**src/rtl/mac_pkg.sv**
```systemverilog
// Shared definitions for the MAC datapath: default sizes, feeder FSM states
// and the operand type. Imported by the feeder, its FIFO, the MAC and the controller.
package mac_pkg;

    localparam int DEF_DATA_WIDTH = 8;
    localparam int DEF_DEPTH      = 8;

    typedef enum logic [1:0] {
        IDLE  = 2'd0,
        CLEAR = 2'd1,
        DRAIN = 2'd2,
        DONE  = 2'd3
    } feed_state_t;

    typedef logic [DEF_DATA_WIDTH-1:0] operand_t;

endpackage : mac_pkg

```
**src/rtl/mac_fifo.sv**
```systemverilog
// Synchronous FIFO holding one operand row. The head entry is visible on
// rd_data without a read latency, so a pop and its data belong to the same edge.
module mac_fifo
    import mac_pkg::*;
#(
    parameter int DATA_WIDTH = DEF_DATA_WIDTH,
    parameter int DEPTH      = DEF_DEPTH,
    parameter int CNT_W      = $clog2(DEPTH) + 1
) (
    input  logic                  clk,
    input  logic                  rst_n,
    input  logic                  push,
    input  logic [DATA_WIDTH-1:0] wr_data,
    input  logic                  pop,
    output logic [DATA_WIDTH-1:0] rd_data,
    output logic                  full,
    output logic                  empty,
    output logic [CNT_W-1:0]      count
);

    localparam int IDX_W = $clog2(DEPTH);

    logic [DATA_WIDTH-1:0] mem_q [DEPTH];
    logic [IDX_W-1:0]      wr_ptr_q, wr_ptr_d;
    logic [IDX_W-1:0]      rd_ptr_q, rd_ptr_d;
    logic [CNT_W-1:0]      count_q, count_d;
    logic                  push_ok;
    logic                  pop_ok;

    assign full    = (count_q == CNT_W'(DEPTH));
    assign empty   = (count_q == '0);
    assign count   = count_q;
    assign rd_data = mem_q[rd_ptr_q];
    assign push_ok = push && !full;
    assign pop_ok  = pop && !empty;

    // Next pointers and occupancy; pointers wrap naturally because DEPTH is a power of two.
    always_comb begin
        wr_ptr_d = wr_ptr_q;
        rd_ptr_d = rd_ptr_q;
        count_d  = count_q;
        if (push_ok) wr_ptr_d = wr_ptr_q + 1'b1;
        if (pop_ok)  rd_ptr_d = rd_ptr_q + 1'b1;
        case ({push_ok, pop_ok})
            2'b10:   count_d = count_q + 1'b1;
            2'b01:   count_d = count_q - 1'b1;
            default: count_d = count_q;
        endcase
    end

    // Pointer and occupancy registers.
    // NOTE: all sequential state is assigned with <= so every flop samples pre-edge values.
    always_ff @(posedge clk or negedge rst_n) begin
        if (!rst_n) begin
            wr_ptr_q <= '0;
            rd_ptr_q <= '0;
            count_q  <= '0;
        end else begin
            wr_ptr_q <= wr_ptr_d;
            rd_ptr_q <= rd_ptr_d;
            count_q  <= count_d;
        end
    end

    // Storage array.
    // NOTE: the array has no reset; count/pointers define validity, and leaving it unreset keeps it a plain RAM.
    always_ff @(posedge clk) begin
        if (push_ok) mem_q[wr_ptr_q] <= wr_data;
    end

endmodule : mac_fifo

```
**src/rtl/mac_operand_feeder.sv**
```systemverilog
// Operand feeder for the MAC array: buffers one row of DEPTH operands and, on
// start with a full row, issues one clear cycle followed by DEPTH enable cycles
// (oldest entry first), then a one-cycle done pulse. All MAC-facing outputs are registered.
// Build option: define MAC_FEED_ZERO_SKIP_EN to hold en_out low for zero operands
// during the drain (timing and a_out updates are unchanged).
module mac_operand_feeder
    import mac_pkg::*;
#(
    parameter int DATA_WIDTH = DEF_DATA_WIDTH,
    parameter int DEPTH      = DEF_DEPTH,
    parameter int CNT_W      = $clog2(DEPTH) + 1
) (
    input  logic                  clk,
    input  logic                  rst_n,
    input  logic                  wr_vld,
    input  logic [DATA_WIDTH-1:0] wr_data,
    output logic                  wr_rdy,
    input  logic                  start,
    output logic [DATA_WIDTH-1:0] a_out,
    output logic                  en_out,
    output logic                  clr_out,
    output logic                  busy,
    output logic                  done,
    output logic [CNT_W-1:0]      count
);

    localparam int IDX_W = $clog2(DEPTH);
    localparam logic [IDX_W-1:0] LAST_ISSUE = IDX_W'(DEPTH - 1);

    feed_state_t           state_q, state_d;
    logic [IDX_W-1:0]      issue_q, issue_d;
    logic [DATA_WIDTH-1:0] a_q, a_d;
    logic                  en_q, en_d;
    logic                  clr_q, clr_d;
    logic                  done_q, done_d;

    logic                  fifo_full;
    logic                  fifo_empty;
    logic                  fifo_pop;
    logic [DATA_WIDTH-1:0] fifo_head;
    logic [CNT_W-1:0]      fifo_count;

    mac_fifo #(
        .DATA_WIDTH (DATA_WIDTH),
        .DEPTH      (DEPTH),
        .CNT_W      (CNT_W)
    ) u_fifo (
        .clk     (clk),
        .rst_n   (rst_n),
        .push    (wr_vld),
        .wr_data (wr_data),
        .pop     (fifo_pop),
        .rd_data (fifo_head),
        .full    (fifo_full),
        .empty   (fifo_empty),
        .count   (fifo_count)
    );

    assign wr_rdy  = !fifo_full;
    assign count   = fifo_count;
    assign busy    = (state_q != IDLE);
    assign a_out   = a_q;
    assign en_out  = en_q;
    assign clr_out = clr_q;
    assign done    = done_q;

    // Next state and next registered outputs; the issue counter, not the FIFO
    // occupancy, bounds the drain so concurrent refills cannot extend the row.
    // NOTE: every signal gets a default before the case, so no path can infer a latch.
    always_comb begin
        state_d  = state_q;
        issue_d  = issue_q;
        a_d      = a_q;
        en_d     = 1'b0;
        clr_d    = 1'b0;
        done_d   = 1'b0;
        fifo_pop = 1'b0;
        case (state_q)
            IDLE: begin
                if (start && fifo_count == CNT_W'(DEPTH)) begin
                    state_d = CLEAR;
                    clr_d   = 1'b1;
                end
            end
            CLEAR: begin
                issue_d = '0;
                state_d = DRAIN;
            end
            DRAIN: begin
                fifo_pop = !fifo_empty;
                a_d      = fifo_head;
`ifdef MAC_FEED_ZERO_SKIP_EN
                en_d     = (fifo_head != '0);
`else
                en_d     = 1'b1;
`endif
                issue_d  = issue_q + 1'b1;
                if (issue_q == LAST_ISSUE) state_d = DONE;
            end
            DONE: begin
                done_d  = 1'b1;
                state_d = IDLE;
            end
            default: state_d = IDLE;
        endcase
    end

    // FSM state, issue counter and registered MAC-facing outputs.
    always_ff @(posedge clk or negedge rst_n) begin
        if (!rst_n) begin
            state_q <= IDLE;
            issue_q <= '0;
            a_q     <= '0;
            en_q    <= 1'b0;
            clr_q   <= 1'b0;
            done_q  <= 1'b0;
        end else begin
            state_q <= state_d;
            issue_q <= issue_d;
            a_q     <= a_d;
            en_q    <= en_d;
            clr_q   <= clr_d;
            done_q  <= done_d;
        end
    end

endmodule : mac_operand_feeder

```
**config.mk**
```make
export PLATFORM = sky130hd
export DESIGN_NAME = mac_operand_feeder
export DESIGN_NICKNAME = d
export VERILOG_FILES = /design/src/rtl/mac_pkg.sv /design/src/rtl/mac_fifo.sv /design/src/rtl/mac_operand_feeder.sv
export SDC_FILE = /design/constraint.sdc
export NUM_CORES = 1
export LEC_CHECK = 0
export ABC_AREA = 1
export BUFFER_PORTS_ARGS = -buffer_cell sky130_fd_sc_hd__buf_4
export CORE_MARGIN = 10
export CORE_UTILIZATION = 53
export CTS_CLUSTER_DIAMETER = 120
export CTS_CLUSTER_SIZE = 14
export DETAILED_ROUTE_END_ITERATION = 6
export GPL_TIMING_DRIVEN = 1
export PLACE_DENSITY_LB_ADDON = 0.15
export SKIP_LAST_GASP = 1
export SLEW_MARGIN = 20
export SYNTH_ARGS = -nofsm -noshare
export SYNTH_HDL_FRONTEND = slang
export SYNTH_SLANG_ARGS = --single-unit
```
**constraint.sdc**
```tcl
create_clock -name clk -period 1.9 [get_ports clk]
set_clock_uncertainty 0.2 [all_clocks]
set_input_delay 0.475 -clock clk [delete_from_list [all_inputs] [get_ports clk]]
set_output_delay 0.475 -clock clk [all_outputs]
set_load 0.05 [all_outputs]
```
==> results of run 1 <==
## layer usage
layer	part of all wire, %	vias to the layer above	GRT usage [%]
met1	46	1225	17.8
met3	3.6	7	3.35
met4	0.82	0	4.37
li1	-	1252	-
met5	0	-	0
met2	50	50	23.0
## cell usage in the layout, fill, tap and decap left out, types with 2 or more instances in the layout
cell and instances:
nor2_4 10, o21ai_1 23, a21oi_1 3, buf_8 2, ha_1 5, clkbuf_8 9
nand2_4 2, nand2_1 50, dfrtp_1 22, nand2_2 4, ha_2 2, nand3_1 29
o211ai_1 8, xor2_1 4, dfrtp_2 4, clkinv_1 2, ha_4 3, buf_12 9
inv_6 3, edfxtp_1 64, buf_4 47, o21ai_0 7, inv_1 15, inv_2 8
inv_4 2, nor2_1 50
## path summary, 6_finish.rpt
path / slack (ps) / endpoint / start
min reg2reg: 290 / a_out[0] / a_out[0]
min: 150 / u_fifo.mem_q[2][6] / wr_data[6]
max reg2reg: -30 / u_fifo.count[2] / u_fifo.count[0]
max in group asynchronous: 870 / u_fifo.count[0] / rst_n
max: -70 / wr_rdy / u_fifo.count[0]
min in group asynchronous: 350 / a_out[5] / rst_n
## final cells by class
cell class | instances | area (um^2)
sequential | 90 | 2580
fill | 512 | 2080
multi-input combinational | 208 | 1190
timing repair buffer | 60 | 584
clock buffer | 9 | 124
tap | 96 | 120
inverter | 26 | 103
clock inverter | 7 | 57.6
## power breakdown
part	switching, mW	internal, mW
clock	0.702	0.496
sequential	0.226	2.59
combinational	2.44	1.50
## cell families after synthesis
family,count (synthesis)
DFF,90
adders and majority gates,10
buffers and inverters,37
xor gates and xnor gates,6
AOI/OAI and AO/OA,42
and+or+nand+nor,150
## synthesized netlist by cell type, types with 2 or more instances
library cell and number:
o211ai_1 8, nand2_1 55, nor2_1 60, a21oi_1 4, ha_1 10, buf_4 4, edfxtp_1 64, clkbuf_1 2
inv_2 3, o21ai_0 9, xnor2_1 2, inv_1 22, xor2_1 4, nand3_1 29, o21ai_1 21, buf_2 5
dfrtp_1 26
## worst reg2reg max path, delay by kind of cell, from the launching register on
family | cells | cell delay, ps
XOR/XNOR | 1 | 150
AO/OA/AOI/OAI | 2 | 180
adder cells (fa/ha/maj) | 2 | 330
flip-flops | 1 | 440
AND/OR/NAND/NOR | 5 | 490
buffers and inverters | 1 | 50
## sequential cells by signal (all words and copies together) (netlist names)
signal           flops
clr_out              1
en_out               1
u_fifo.wr_ptr_q      3
done                 1
u_fifo.rd_ptr_q      3
state_q              2
u_fifo.mem_q        64
a_out                8
issue_q              3
u_fifo.count         4
## per-stage QoR
step	TNS (ps)	area [um^2]	hold WS, ps
after floorplan	-2020	3860	-20.6
after CTS	-224	4670	141
after global routing	-808	4750	138
final	-156	4750	145
after global placement	0	4400	197
after detailed placement	-80.9	4400	202
## repair_timing
item | 4_1_cts | 5_1_grt
gates resized for setup | 13 | 15
endpoints found under the setup margin | 5 | 37
pin swaps | 5 | 8
endpoints found under the hold margin | 26 | 0
setup buffers | 4 | 4
hold buffers | 1 | 0
==> flow_metrics.py, run 1 <==
metrics = {
    "status": {
        "outcome": "finished with violations",
        "violations": "setup timing",
    },
    "worst_setup_path": {
        "crit_cells": 4,
        "crit_buf_inv": 2,
        "crit_required_ps": 1220,
        "cp-start-kind": "register",
        "crit_chain": "nor2_4 > nand3_4 > buf_6 > buf_8",
        "arrival_ps": 1300,
        "crit_fanout": 2,
        "worst-setup-path-type": "reg -> out",
        "critical-path-top-delay-family": "flip-flops",
        "ff2ff_path_depth": 11,
        "worst_setup_path_end_kind": "primary output",
        "critical_path.max_stage_delay_ps": 440,
        "cp_slowest_cell": "dfrtp_2",
    },
    "synth": {
        "synth_cell_types": 24,
        "synth_compound_area_share_pct": 6.12,
        "synth_fp_nets": 357,
        "yosysTopAreaCell": "edfxtp_1",
        "muxShareOfSynthArea_pct": 0,
        "yosys.area_share.adder_pct": 3.33,
        "synth_ff_type": "edfxtp_1",
        "synthArstFlopShare_pct": 28.9,
        "synth-xor-area-share_pct": 1.40,
        "synthSimpleGateAreaFrac_pct": 16.5,
        "synth_edf_count": 64,
        "synth_area_leaders": "edfxtp_1 51%, dfrtp_1 17%, nor2_1 6.0%",
        "synth_top_area_share_pct": 51.1,
        "syn_avg_cell_area_um2": 11.2,
        "synth_top_family_by_area": "simple AND/OR/NAND/NOR gates",
        "ys_seq_area_share_pct": 68.4,
        "syn_area_um2": 3760,
        "ys_ff_latch": 90,
        "yosys_warnings": 0,
        "synthCells": 335,
    },
    "drt": {
        "finalWirelength_um": 7560,
        "vias_per_cell": 5.11,
        "wl_per_cell_um": 15.2,
        "first_iter_violations": 201,
        "drcViolationCount": 0,
        "dr_total_vias": 2534,
        "ant_nets": 0,
        "firstDrtPassIters": 4,
    },
    "floorplanning": {
        "die-area_um2": 10900,
        "core_area_um2": 6830,
        "dieWidth_um": 104,
        "die_y_um": 104,
        "start_util_pct": 55.0,
        "floorplan.rows": 30,
        "io_pins": 29,
    },
    "finish": {
        "drive_gt1_share_pct": 28.5,
        "final_cells": 496,
        "n_antenna_cell": 0,
        "utilization_pct": 69.6,
        "num-nets-final": 417,
        "area_growth_pct": 26.4,
    },
    "sta": {
        "slew_violations": 0,
        "timing.fmax_mhz": 508,
        "setup_viol": 3,
        "slew_headroom_pct": 68.1,
        "min_period_over_period_pct": 104,
        "fin_crit_ps": 1970,
        "rsz0062_at_grt": "yes",
        "worst_slack_ps": -70.2,
        "finalHoldViolations": 0,
        "worst_pin_slew_ps": 478,
    },
    "placement": {
        "place_ws_ps": -42.7,
        "port_buffers": 28,
        "place_congestion": 0.811,
        "dpl.hpwl_um": 4990,
        "placed_cells": 471,
    },
    "global_routing": {
        "antenna_found_initial": 0,
        "track_usage_pct": 14.0,
        "grt_pass1_vias": 2433,
        "grt_pass1_wl_um": 12100,
        "grt.overflow.total": 0,
        "grt_max_degree": 32,
    },
    "clocking": {
        "clockRootBuffer": "clkbuf_8",
        "clkLatencyLatePin_ps": 360,
        "htreeDepth": 3,
        "cts.sinks": 90,
        "cts-buffers-inserted": 9,
        "cts_buffer_depth": 2,
        "clkTransAtPathRegs_ps": 100,
        "cts_tree": "yes",
    },
    "power": {
        "peakVddDrop_v": 0.000650,
        "total_power_mw": 7.95,
        "leakagePower_nw": 1.92,
        "power.density_nw_per_um2": 1670,
    },
    "worst_hold_path": {
        "hold_path.class": "in -> reg",
        "worstHoldPathCells": 1,
    },
    "run": {
        "cap_violations": 0,
    },
}
(Power assumes the default switching activity.)
==> run 2, diff against run 1 <==
--- a/config.mk
+++ b/config.mk
@@ -5,10 +5,10 @@
 export SDC_FILE = /design/constraint.sdc
 export NUM_CORES = 1
 export LEC_CHECK = 0
-export ABC_AREA = 1
+export ABC_AREA = 0
 export BUFFER_PORTS_ARGS = -buffer_cell sky130_fd_sc_hd__buf_4
 export CORE_MARGIN = 10
-export CORE_UTILIZATION = 53
+export CORE_UTILIZATION = 41
 export CTS_CLUSTER_DIAMETER = 120
 export CTS_CLUSTER_SIZE = 14
 export DETAILED_ROUTE_END_ITERATION = 6
==> flow_metrics.py, run 2 <==
metrics = {
    "floorplanning": {
        "io_pins": 29,
        "dieWidth_um": 115,
        "floorplan.rows": 34,
        "die-area_um2": 13300,
        "die_y_um": 115,
        "start_util_pct": 42.4,
        "core_area_um2": 8760,
    },
    "synth": {
        "synth_edf_count": 64,
        "yosysTopAreaCell": "edfxtp_1",
        "synthArstFlopShare_pct": 28.9,
        "syn_area_um2": 3710,
        "syn_avg_cell_area_um2": 15.1,
        "synth_top_area_share_pct": 51.8,
        "synthCells": 246,
        "ys_ff_latch": 90,
        "synth_fp_nets": 268,
        "yosysMostFrequentCell": "edfxtp_1",
        "synthTopCellsByCount": "64 x edfxtp_1, 33 x mux2i_1, 26 x dfrtp_1",
        "synth_area_leaders": "edfxtp_1 52%, dfrtp_1 18%, mux2i_1 8.9%",
        "synth_cell_types": 32,
        "ys_seq_area_share_pct": 69.3,
        "yosys_warnings": 0,
        "synth_ff_type": "edfxtp_1",
    },
    "finish": {
        "regMostFlops": "u_fifo.mem_q",
        "area_growth_pct": 28.0,
        "layout_common_cells": "64 x edfxtp_1, 49 x buf_4, 33 x mux2i_1",
        "largest_reg_flops": 64,
        "regArea_um2": 2580,
        "num-nets-final": 334,
        "n_antenna_cell": 0,
        "utilization_pct": 54.2,
        "n_fill_cell": 713,
        "multi_input_area_um2": 1170,
        "drive_gt1_share_pct": 35.6,
        "design_area_um2": 4750,
        "final_cells": 425,
        "final_common_cell": "edfxtp_1",
    },
    "run": {
        "cap_violations": 0,
    },
    "worst_setup_path": {
        "r2r_end": "u_fifo.count[2]",
        "worst_setup_path_end_kind": "register",
        "startpoint": "u_fifo.count[1]",
        "worst-setup-path-type": "reg -> reg",
        "crit_fanout": 3,
        "timing.rr.start": "u_fifo.count[1]",
        "reg2reg_slack_ps": -350,
        "cp-start-kind": "register",
        "crit_required_ps": 1940,
        "crit_end": "u_fifo.count[2]",
        "ff2ff_path_depth": 9,
        "arrival_ps": 2290,
    },
    "drt": {
        "dr_total_vias": 2121,
        "drcViolationCount": 0,
        "wl_per_cell_um": 17.5,
        "first_iter_violations": 82,
        "vias_per_cell": 4.99,
        "firstDrtPassIters": 6,
        "ant_nets": 0,
        "finalWirelength_um": 7430,
    },
    "clocking": {
        "htreeDepth": 3,
        "clkTransAtPathRegs_ps": 90,
        "cts.sinks": 90,
        "clockRootBuffer": "clkbuf_8",
        "cts_tree": "yes",
        "clkLatencyLatePin_ps": 350,
        "cts-buffers-inserted": 9,
        "cts_buffer_depth": 2,
    },
    "worst_hold_path": {
        "hold_path.class": "in -> reg",
    },
    "sta": {
        "slew_headroom_pct": 66.2,
        "final.setup.tns_ps": -1160,
        "slew_violations": 0,
        "finalHoldViolations": 0,
        "worst_slack_ps": -349,
        "rsz0062_at_grt": "yes",
        "timing.fmax_mhz": 445,
        "fin_crit_ps": 2250,
        "setup_viol": 5,
        "worst_pin_slew_ps": 505,
        "min_period_over_period_pct": 118,
        "whs_ps": 145,
    },
    "global_routing": {
        "grt_pass1_vias": 2273,
        "grt_max_degree": 35,
        "grt_pass1_wl_um": 11800,
        "grt.overflow.total": 0,
        "antenna_found_initial": 0,
        "track_usage_pct": 11.7,
    },
    "status": {
        "outcome": "finished with violations",
        "violations": "setup timing",
    },
    "placement": {
        "port_buffers": 28,
        "place_area_um2": 4330,
        "dpl.hpwl_um": 4540,
        "placed_cells": 400,
        "place_congestion": 0.740,
        "place_ws_ps": -350,
    },
    "power": {
        "leakagePower_nw": 1.90,
        "power.density_nw_per_um2": 1690,
        "total_power_mw": 8.04,
        "clkPwrFrac_pct": 17.7,
        "p_int_mw": 4.95,
        "peakVddDrop_v": 0.000892,
        "power.switching_mw": 3.09,
        "swShare_pct": 38.4,
        "seq_power_share_pct": 36.4,
        "pwr-share-comb_pct": 45.9,
    },
}
run 2: changes by cell type in the layout (fill, tap and decap cells not counted), moves of 5 or more:
cell      previous run  this run
nor2_1              50         2
buf_6                1        11
mux2i_1              0        33
buf_12               9         3
o21ai_0              7        12
nand3_1             29        11
nand2_1             50         6
o21ai_1             23         0
o211ai_1             8         0
inv_2                8         3
nor2_4              10         3
a22oi_1              0        16
run 2: area by class of cell:
cell class / count / area share (%)
inverter: 18 / 1.53
tap: 108 / 2.84
clock inverter: 7 / 1.97
clock buffer: 9 / 2.61
sequential: 90 / 54.3
multi-input combinational: 128 / 24.6
timing repair buffer: 65 / 12.1
run 2: worst max-delay path, stage by stage, from the launching register on:
cell     delay [ps]
dfrtp_2         460
o41ai_4         370
inv_2           110
ha_4            180
xor2_1          160
ha_2            170
a21oi_2         120
xor2_1          170
nor2_1           70
xor2_1          130
run 2: cells by family (layout without fill, tap and decap cells):
logic type / after synthesis / after routing / share of synthesized area, %
flip-flops: 90 / 90 / 69.3
AO/OA/AOI/OAI: 34 / 34 / 6.17
buffers and inverters: 28 / 99 / 3.13
adder cells (fa/ha/maj): 10 / 10 / 3.37
AND/OR/NAND/NOR: 39 / 39 / 6.10
multiplexers: 36 / 36 / 9.81
XOR/XNOR: 9 / 9 / 2.12
run 2: how the worst min path moves through the flow:
stage          cells after the start       start  slack (ps)                  to
2_1_floorplan                      0       rst_n         -20            a_out[0]
3_3_place_gp                       1       rst_n         220  u_fifo.wr_ptr_q[0]
3_5_place_dp                       1       rst_n         220  u_fifo.wr_ptr_q[0]
4_1_cts                            1  wr_data[7]         130  u_fifo.mem_q[5][7]
5_1_grt                            1  wr_data[6]         140  u_fifo.mem_q[3][6]
6_report                           1  wr_data[7]         150  u_fifo.mem_q[5][7]
run 2: power by group through the flow:
stage	registers, mW	clock network [mW]	logic [mW]
floorplan	3.44	0	1.76
global placement	2.93	0	3.33
detailed placement	2.94	0	3.35
CTS	2.91	1.46	3.59
global route	2.99	1.54	4.00
finish	2.93	1.42	3.69
run 2: layer usage:
layer,part of all wire [%],track usage (%),vias to the layer above
met3,3.1,2.08,12
li1,-,-,1041
met4,1.9,5.69,0
met2,48,18.5,32
met1,47,15.1,1036
met5,0,0,-
run 2: what timing repair did:
item                                   4_1_cts  5_1_grt
hold buffers                                 1        0
endpoints found under the hold margin       26        0
resized for setup                           18       15
pin swaps                                    7        6
setup endpoints to repair                   40       71
setup buffers                                7        4
==> run 3, diff against run 2 <==
--- a/config.mk
+++ b/config.mk
@@ -14,6 +14,7 @@
 export DETAILED_ROUTE_END_ITERATION = 6
 export GPL_TIMING_DRIVEN = 1
 export PLACE_DENSITY_LB_ADDON = 0.15
+export REMOVE_ABC_BUFFERS = 1
 export SKIP_LAST_GASP = 1
 export SLEW_MARGIN = 20
 export SYNTH_ARGS = -nofsm -noshare
==> flow_metrics.py, run 3 (synthesis results as in run 2) <==
metrics = {
    "finish": {
        "drive_gt1_share_pct": 38.0,
        "num-nets-final": 343,
        "largest_reg_flops": 64,
        "n_fill_cell": 732,
        "regArea_um2": 2580,
        "area_growth_pct": 29.1,
        "final_common_cell": "edfxtp_1",
        "n_antenna_cell": 0,
        "regMostFlops": "u_fifo.mem_q",
        "layout_common_cells": "64 x edfxtp_1, 59 x buf_4, 33 x mux2i_1",
        "multi_input_area_um2": 1180,
        "design_area_um2": 4790,
    },
    "drt": {
        "finalWirelength_um": 7710,
        "firstDrtPassIters": 4,
        "ant_nets": 0,
        "first_iter_violations": 114,
        "dr_total_vias": 2172,
        "drcViolationCount": 0,
        "vias_per_cell": 5.00,
        "wl_per_cell_um": 17.8,
    },
    "floorplanning": {
        "core_area_um2": 8760,
        "start_util_pct": 42.4,
        "die_y_um": 115,
        "io_pins": 29,
        "dieWidth_um": 115,
        "floorplan.rows": 34,
        "die-area_um2": 13300,
    },
    "placement": {
        "port_buffers": 28,
        "place_congestion": 0.681,
        "place_area_um2": 4300,
        "place_ws_ps": -399,
        "dpl.hpwl_um": 4910,
    },
    "worst_setup_path": {
        "crit_buf_inv": 1,
        "crit_required_ps": 1930,
        "worst-setup-path-type": "reg -> reg",
        "worst_setup_path_end_kind": "register",
        "cp-start-kind": "register",
        "critical_path.max_stage_delay_ps": 460,
        "reg2reg_slack_ps": -370,
        "crit_top_cell": "xor2_1",
        "arrival_ps": 2300,
        "timing.rr.start": "u_fifo.count[2]",
        "crit_chain": "o41ai_4 > inv_2 > ha_4 > xor2_1 > ha_1 > a21oi_2 > xor2_1 > nor2_1 > xor2_1",
        "r2r_end": "u_fifo.count[2]",
        "critical-path-top-delay-family": "compound AO/OA/AOI/OAI gates",
        "ff2ff_path_depth": 9,
        "cp_slowest_cell": "dfrtp_2",
        "crit_fanout": 3,
    },
    "worst_hold_path": {
        "worstHoldPathCells": 1,
        "hold_path.class": "in -> reg",
        "worstHoldStart": "wr_data[0]",
        "hold_end": "u_fifo.mem_q[6][0]",
    },
    "global_routing": {
        "grt_pass1_wl_um": 12500,
        "antenna_found_initial": 0,
        "grt.overflow.total": 0,
        "grt_pass1_vias": 2294,
        "track_usage_pct": 12.4,
        "grt_max_degree": 27,
    },
    "sta": {
        "rsz0062_at_grt": "yes",
        "slew_headroom_pct": 65.5,
        "setup_viol": 16,
        "min_period_over_period_pct": 119,
        "timing.fmax_mhz": 440,
        "fin_crit_ps": 2270,
        "worst_slack_ps": -370,
        "slew_violations": 0,
        "finalHoldViolations": 0,
        "worst_pin_slew_ps": 518,
    },
    "status": {
        "outcome": "finished with violations",
        "violations": "setup timing",
    },
    "clocking": {
        "cts-buffers-inserted": 9,
        "cts_buffer_depth": 2,
        "clkTransAtPathRegs_ps": 90,
        "clkLatencyLatePin_ps": 360,
        "clockRootBuffer": "clkbuf_8",
        "htreeDepth": 3,
        "cts_tree": "yes",
        "cts.sinks": 90,
    },
    "power": {
        "peakVddDrop_v": 0.00109,
        "leakagePower_nw": 1.94,
        "power.density_nw_per_um2": 1690,
    },
    "run": {
        "cap_violations": 0,
    },
}
-- run 3: worst register-to-register path, stage by stage, from the launching register on --
cell	delay, ps
dfrtp_2	460
o41ai_4	380
inv_2	110
ha_4	170
xor2_1	150
ha_1	190
a21oi_2	120
xor2_1	170
nor2_1	70
xor2_1	140
-- run 3: per-stage QoR --
stage / TNS (ps) / utilization, % / instances / hold slack (ps) / total power, mW
final: -1440 / 54.7 / 434 / 150 / 8.09
after global routing: -5550 / 54.7 / 434 / 120 / 8.63
after CTS: -3380 / 53.8 / 433 / 131 / 7.95
after detailed placement: -2770 / 49.1 / 408 / 223 / 6.25
after global placement: -3070 / 49.1 / 408 / 221 / 6.21
after floorplan: -41810 / - / 236 / -20.6 / 4.98
-- run 3: worst max-delay path by stage --
| stage | startpoint | to | slack [ps] | cells past startpoint |
|---|---|---|---|---|
| final | u_fifo.count[2] | u_fifo.count[2] | -370 | 9 |
| after global routing | u_fifo.count[0] | u_fifo.count[2] | -460 | 11 |
| after CTS | u_fifo.count[3] | u_fifo.count[2] | -340 | 9 |
| after detailed placement | u_fifo.count[2] | u_fifo.count[2] | -400 | 9 |
| after global placement | u_fifo.count[3] | u_fifo.count[2] | -360 | 9 |
| after floorplan | u_fifo.count[1] | u_fifo.count[2] | -830 | 10 |
-- run 3: what timing repair did --
| action | 4_1_cts | 5_1_grt |
|---|---|---|
| cloned | 0 | 0 |
| hold buffers | 1 | 0 |
| endpoints found under the hold margin | 26 | 0 |
| resized for setup | 34 | 20 |
| setup buffers | 10 | 4 |
| endpoints found under the setup margin | 38 | 82 |
| pin swaps | 6 | 3 |
-- run 3: area by class of cell --
cell class,count,area share [%]
Sequential cell,90,53.8
Multi-Input combinational cell,128,24.7
Timing Repair Buffer,74,13.0
Tap cell,108,2.82
Clock buffer,9,2.59
Clock inverter,7,1.59
Inverter,18,1.51
-- run 3: layer usage --
layer	track usage [%]	wire length [um]	vias up
met5	0	0	-
met4	3.38	98	0
met3	4.58	332	8
met2	20.4	3910	34
met1	14.9	3370	1068
li1	-	-	1062
-- run 3: power breakdown --
part	internal (mW)	total [mW]	switching (mW)	leakage (nW)
clock network	0.617	1.31	0.691	0.0962
logic	1.69	3.86	2.16	0.943
registers	2.60	2.92	0.324	0.898
total	4.91	8.09	3.18	1.94
